===== src/rtl/btn_event_decoder.sv =====
// Button event decoder: turns a debounced level into press/release/long/repeat/double-click pulses.
// Latency: every event is a registered pulse, updated on the clk edge that samples the causing btn_db_i value.
// Backpressure: none; pulses are single-cycle and must be consumed in the cycle they are high.
module btn_event_decoder #(
  parameter int unsigned      CNT_W         = 24,
  parameter logic [CNT_W-1:0] LONG_CYCLES   = CNT_W'(1_000_000),
  parameter logic [CNT_W-1:0] REPEAT_CYCLES = CNT_W'(250_000),
  parameter logic [CNT_W-1:0] GAP_CYCLES    = CNT_W'(500_000)
) (
  input  logic clk_i,
  input  logic rst_n_i,
  input  logic btn_db_i,
  output logic press_o,
  output logic release_o,
  output logic long_press_o,
  output logic repeat_o,
  output logic double_click_o,
  output logic held_o
);

  // Thresholds are compared against the pre-increment count, so the last
  // count value before the event fires is the parameter minus one.
  localparam logic [CNT_W-1:0] LONG_LAST   = LONG_CYCLES - CNT_W'(1);
  localparam logic [CNT_W-1:0] REPEAT_LAST = REPEAT_CYCLES - CNT_W'(1);
  localparam logic [CNT_W-1:0] GAP_LAST    = GAP_CYCLES - CNT_W'(1);

  typedef enum logic [2:0] {
    LOCKOUT,
    IDLE,
    PRESSED,
    LONG_HELD,
    GAP,
    PRESSED2
  } state_t;

  state_t           state_q;
  logic [CNT_W-1:0] cnt_q;
  logic             press_q;
  logic             release_q;
  logic             long_press_q;
  logic             repeat_q;
  logic             double_click_q;
  logic             held_q;

  // Whole decoder: state, shared hold/gap counter and registered event pulses.
  // The counter is cleared on every state change, so it can never wrap.
  always_ff @(posedge clk_i or negedge rst_n_i) begin
    if (!rst_n_i) begin
      state_q        <= LOCKOUT;
      cnt_q          <= '0;
      press_q        <= 1'b0;
      release_q      <= 1'b0;
      long_press_q   <= 1'b0;
      repeat_q       <= 1'b0;
      double_click_q <= 1'b0;
      held_q         <= 1'b0;
    end else begin
      // Pulses default low; each branch raises only what it fires.
      press_q        <= 1'b0;
      release_q      <= 1'b0;
      long_press_q   <= 1'b0;
      repeat_q       <= 1'b0;
      double_click_q <= 1'b0;

      case (state_q)
        // A button held through reset must be let go before it can count.
        LOCKOUT: begin
          held_q <= 1'b0;
          cnt_q  <= '0;
          if (!btn_db_i) begin
            state_q <= IDLE;
          end
        end

        IDLE: begin
          cnt_q <= '0;
          if (btn_db_i) begin
            state_q <= PRESSED;
            press_q <= 1'b1;
            held_q  <= 1'b1;
          end else begin
            held_q <= 1'b0;
          end
        end

        // First and second presses share hold timing; only the release
        // destination differs (a second press never opens another window).
        PRESSED, PRESSED2: begin
          if (!btn_db_i) begin
            // Release beats a coincident long-press threshold.
            release_q <= 1'b1;
            held_q    <= 1'b0;
            cnt_q     <= '0;
            state_q   <= (state_q == PRESSED) ? GAP : IDLE;
          end else if (cnt_q == LONG_LAST) begin
            long_press_q <= 1'b1;
            held_q       <= 1'b1;
            cnt_q        <= '0;
            state_q      <= LONG_HELD;
          end else begin
            held_q <= 1'b1;
            cnt_q  <= cnt_q + CNT_W'(1);
          end
        end

        LONG_HELD: begin
          if (!btn_db_i) begin
            // After a long press there is no double-click window.
            release_q <= 1'b1;
            held_q    <= 1'b0;
            cnt_q     <= '0;
            state_q   <= IDLE;
          end else if (cnt_q == REPEAT_LAST) begin
            repeat_q <= 1'b1;
            held_q   <= 1'b1;
            cnt_q    <= '0;
          end else begin
            held_q <= 1'b1;
            cnt_q  <= cnt_q + CNT_W'(1);
          end
        end

        // A press sampled on the expiry cycle still counts as a double click.
        GAP: begin
          if (btn_db_i) begin
            press_q        <= 1'b1;
            double_click_q <= 1'b1;
            held_q         <= 1'b1;
            cnt_q          <= '0;
            state_q        <= PRESSED2;
          end else if (cnt_q == GAP_LAST) begin
            held_q  <= 1'b0;
            cnt_q   <= '0;
            state_q <= IDLE;
          end else begin
            held_q <= 1'b0;
            cnt_q  <= cnt_q + CNT_W'(1);
          end
        end

        default: begin
          held_q  <= 1'b0;
          cnt_q   <= '0;
          state_q <= LOCKOUT;
        end
      endcase
    end
  end

  assign press_o        = press_q;
  assign release_o      = release_q;
  assign long_press_o   = long_press_q;
  assign repeat_o       = repeat_q;
  assign double_click_o = double_click_q;
  assign held_o         = held_q;

endmodule

===== config.mk =====
export PLATFORM = sky130hd
export DESIGN_NAME = btn_event_decoder
export DESIGN_NICKNAME = d
export VERILOG_FILES = /design/src/rtl/btn_event_decoder.sv
export SDC_FILE = /design/constraint.sdc
export NUM_CORES = 1
export LEC_CHECK = 0
export ABC_AREA = 0
export BUFFER_PORTS_ARGS = -buffer_cell sky130_fd_sc_hd__buf_2
export CELL_PAD_IN_SITES_DETAIL_PLACEMENT = 1
export CELL_PAD_IN_SITES_GLOBAL_PLACEMENT = 2
export CORE_MARGIN = 1
export CORE_UTILIZATION = 41
export CTS_CLUSTER_SIZE = 40
export DETAILED_ROUTE_END_ITERATION = 8
export PLACE_DENSITY_LB_ADDON = 0.1
export SLEW_MARGIN = 20
export SYNTH_ARGS = -nofsm -noshare
export SYNTH_HDL_FRONTEND = slang
export SYNTH_SLANG_ARGS = --single-unit

===== constraint.sdc =====
create_clock -name clk_i -period 3.55 [get_ports clk_i]
set_clock_uncertainty 0.05 [all_clocks]
set_input_delay 0.5325 -clock clk_i [delete_from_list [all_inputs] [get_ports clk_i]]
set_output_delay 0.5325 -clock clk_i [all_outputs]
set_load 0.03 [all_outputs]

* Word level (Yosys, flattened, before mapping)
Cells that the tools add are included.
** Storage, ports and cells
- Bits in registers :: 33
- Bits in latches :: 0
- Bits in writable memories :: 0
- ROM bits :: 0
- Input bits :: 3
- Output and inout bits :: 6
- Memories kept :: 0
** Operators by class
- Add/subtract/negate cells :: 1
- Multipliers :: 0
- Divide/modulo/power cells :: 0
- Magnitude comparators :: 0
- Equal/unequal tests :: 12
- Shifts and indexed selects :: 0
- Muxes and demuxes :: 27
- Bitwise logic cells :: 0
- Reductions and logical operators :: 7
** Operators by type and width (count)
- 2-to-1 mux 24 bit :: 6
- one-hot mux 24 bit (3 select lines) :: 1
- adder 24 x 1 -> 24 bit (second input constant) :: 1
- == test 24 x 18 -> 1 bit (second input constant) :: 1
- == test 24 x 19 -> 1 bit (second input constant) :: 1
- == test 24 x 20 -> 1 bit (second input constant) :: 1
- 2-to-1 mux 3 bit :: 7
- 2-to-1 mux 1 bit :: 12
- one-hot mux 3 bit (4 select lines) :: 1
- == test 3 x 2 -> 1 bit (second input constant) :: 2
- == test 3 bit (second input constant) :: 2
- inequality test 3 bit (second input constant) :: 2
- OR reduction 2 bit :: 3
- OR reduction 5 bit :: 1
- inequality test 2 bit (second input constant) :: 2
- AND reduction 4 bit :: 1
- == test 3 x 1 -> 1 bit (second input constant) :: 1
- logical NOT 3 bit :: 1
- OR reduction 3 bit :: 1

* Logic depth before layout (Yosys ltp)
- Depth after elaboration :: 4
- Gate-level depth with buffers :: 7
- Gate-level depth less buffers :: 6

* Worst setup path after synthesis
OpenSTA, ideal clock, no wires.
- Path kind :: register to register
- Start :: reg cnt_q[20]
- End :: reg cnt_q[10]
- Arrival time :: 1.796 ns
- Required time :: 3.381 ns
- Slack :: 1.585 ns
- Stages on the path, launching flop included :: 7
- Buffers on the path :: 1
- Clock period less this slack :: 1.965 ns
- Path through :: dfrtp_1 > nor4_4 > or4bb_1 > o21ai_1 > o211a_4 > buf_6 > nor2_1
** On the way
- Word-level cells in the longest chain between the ends :: 4
** RTL lines
- start: declaration :: RTL line 37 : logic [CNT_W-1:0] cnt_q;
- start signal: assignment :: RTL line 102 : cnt_q <= cnt_q + CNT_W'(1);
- start signal: assignment :: RTL line 119 : cnt_q <= cnt_q + CNT_W'(1);
- start signal: assignment :: RTL line 137 : cnt_q <= cnt_q + CNT_W'(1);
- == test 24 x 19 -> 1 bit, or another cell as far along :: RTL line 131 : end else if (cnt_q == GAP_LAST) begin
- 2-to-1 mux 24 bit (on tied branches) :: RTL line 131, 113, 95
- 2-to-1 mux 24 bit (on tied branches) :: RTL line 125, 107, 89
- one-hot mux 24 bit (3 select lines) (*) :: RTL line 65 : case (state_q)
Every way passes the cells marked *; elsewhere a longest branch is shown, timed or not.
A chain may end at the register's enable or synchronous reset.

* Worst setup path after layout
- Start :: reg cnt_q[20]
- End :: reg cnt_q[17]
Same word-level chain as after synthesis.

==> run metrics <==
status=finished clean; EDFF count, synth=0; largest net degree at the start of global routing=34; Period minus WS final=2.22 ns; FP Rows=23; CTS root buffer=clkbuf_8; CTS clk-pin slew, worst paths=0.07 ns; RSZ-0062 raised after global routing=no; Post-Syn Area=approximately 0.0018 sq mm; r2r setup slk=1.33 ns; Synth warnings=0; DR WL/cell=around 17 um; Register-to-Register Path Depth=5; crit path kind=reg2reg; global-route wire length before repair=between 6000 and 7000 um; Slew @ Worst Pin=~0.84 ns; utilization after layout=between 40% and 50%; Hold Buf Count CTS=0; vias in the first global route=approximately 1400; cell count after synthesis=183; Die Width=roughly 67 um; count of cell types in the netlist=36; max-slew violation count=0; worst r2r dst=cnt_q[17]; Final nets=194; core area=0.00406 sq mm; sequential power share=48.8%; CP peak stage delay=between 0.5 and 0.6 ns; Required @ worst endpoint=3.66 ns; max_slew headroom=43.5%; mux contribution to synthesized area=0%; area of the multi-input gates=approximately 870 sq um; most frequent cells in the layout=33 x nor2_1, 33 x dfrtp_1, 14 x xnor2_1; Cell Int Power=0.619 mW; met3 routed WL=98 um; Seq cells post-synth=33; initial antenna violation count=0; XOR/XNOR Fraction of Synth Area=a little under an eighth; port bufs=8; worst ir drop on vdd=0.227 mV; Longest Clk Path Bufs=2; TNS Setup=0 ns; final weighted congestion in routability-driven placement=about 0.73; Crit path depth=5; CTS buffer count=5; WL met1=1920 um; worst skew pair latency=0.29 ns; starting density of the core=43.2%; post-cts gate resize count=0; n_diodes=0; IO Count=9; post-route clock period utilization=62.5%; Synth Area in Adders=0.714%; delay-heaviest family, CP=simple AND/OR/NAND/NOR gates; met2 wire len=1920 um; post-route DRC violation count=0; RR Startpoint=cnt_q[20]; Compound-Gate Fraction of Synth Area=5.00%; remaining antenna violation count=0; Clock power frac=29.3%; CP bufs+invs=0; fraction of registers with async set/reset=100%; iteration count of the initial detailed-routing pass=4; Fillers=488; # Post-CTS Setup Buffers=0; H-tree level count=2; 1st-iter DRT viols=52; crit path DAT=roughly 2.3 ns; CP max stage cell=or4bb_1; CP Launch Type=flop; DP HPWL=2930 um; number of setup violations in the final report=0; All-Layer GR Usage=20.4%; main combinational cell family by area after synthesis=simple AND/OR/NAND/NOR gates; Psw=roughly 0.32 mW; layout cells sized above 1=11.0%; fmax=0.451 GHz; Worst setup startpoint=cnt_q[20]; GRT overflow=0; crit-path max FO=24; leakage power=0.770 nW; post-synthesis simple-gate area fraction=32.3%; Vias/cell=5.56; Hold Violations, Final=0; CTS tree=yes; CP cell instances=nor4_4, or4bb_1, o21ai_1, o211a_4, nor2_1; post-synthesis sequential area ratio=47.1%; pwr dens=497 mW/mm^2; Layout Area Growth over Synthesis=7.86%; Reg area=just over 800 sq um; sw frac=34.0%; CTS Sinks=33; Setup crit end kind=flop; via count=roughly 1300; Die Area=0.00454 sq mm; Synth Area per Inst=9.57 sq um; Post-Syn Nets=about 190; overall routed net length=around 4000 um; ys flop type=dfrtp_1; Gate power share=between 20 and 25%; Die H=67.4 um; Top Layer Used=met4; Worst Hold Class=in2async; crit path capture=cnt_q[17]; max_cap viols=0
worst min-delay path by stage:
stage	cells after the start	endpoint	startpoint	slack, ns
floorplan	0	cnt_q[0]	rst_n_i	0.19
global placement	1	cnt_q[0]	cnt_q[0]	0.42
detailed placement	1	cnt_q[0]	cnt_q[0]	0.44
CTS	1	cnt_q[17]	rst_n_i	0.28
global route	1	cnt_q[19]	rst_n_i	0.32
finish	1	cnt_q[17]	rst_n_i	0.26
layout make-up:
class / count / share of cell area (%)
Multi-Input combinational cell: 139 / 45.9
Sequential cell: 33 / 43.7
Clock buffer: 6 / 3.84
Tap cell: 50 / 3.31
Timing Repair Buffer: 8 / 2.12
Inverter: 3 / 0.596
Clock inverter: 2 / 0.530
power by group through the flow:
stage                     sequential [mW]  combinational, mW  clock [mW]
final                               0.458              0.205       0.275
after CTS                           0.457              0.210       0.286
after detailed placement            0.465              0.210           0
after global routing                0.465              0.229       0.298
after global placement              0.460              0.198           0
after floorplan                     0.465              0.164           0
per-stage QoR:
| step | hold slack, ns | instance area [sq um] | power, mW | worst slack [ns] | std cells |
|---|---|---|---|---|---|
| 2_1_floorplan | 0.187 | 1750 | 0.629 | 1.58 | 183 |
| 5_1_grt | 0.316 | 1890 | 0.992 | 1.16 | 241 |
| 3_5_place_dp | 0.437 | 1810 | 0.675 | 1.33 | 233 |
| 4_1_cts | 0.275 | 1890 | 0.953 | 1.33 | 241 |
| 3_3_place_gp | 0.419 | 1810 | 0.657 | 1.42 | 233 |
| 6_report | 0.261 | 1890 | 0.938 | 1.33 | 241 |
per-layer routing:
| layer | vias to the layer above | GRT usage [%] |
|---|---|---|
| met5 | - | 0 |
| met4 | 0 | 7.98 |
| met3 | 6 | 4.05 |
| met2 | 13 | 32.1 |
| met1 | 672 | 27.4 |
| li1 | 648 | - |
synthesized netlist by cell type, drive strengths merged (5+ instances only):
cell   instances  share of area [%]
dfrtp         33                 47
nor3          10                3.1
nor2b          5                1.8
and3           5                1.8
xor2           9                4.5
nor4           5                2.6
nand4         11                4.3
xnor2         14                7.0
nand2         12                2.6
nand3          5                1.4
nor2          35                7.8
and4           5                2.5
flip-flops by register name, indices dropped and copies added (netlist names):
name / flops
long_press_o: 1
press_o: 1
cnt_q: 24
held_o: 1
double_click_o: 1
state_q: 3
release_o: 1
repeat_o: 1
logic make-up after synthesis:
group                    Yosys count
adder cells (fa/ha/maj)            1
buffers and inverters             11
AO/OA/AOI/OAI                     12
XOR/XNOR                          23
AND/OR/NAND/NOR                  103
flip-flops                        33
Note: power is estimated with default switching activity, not from simulation.
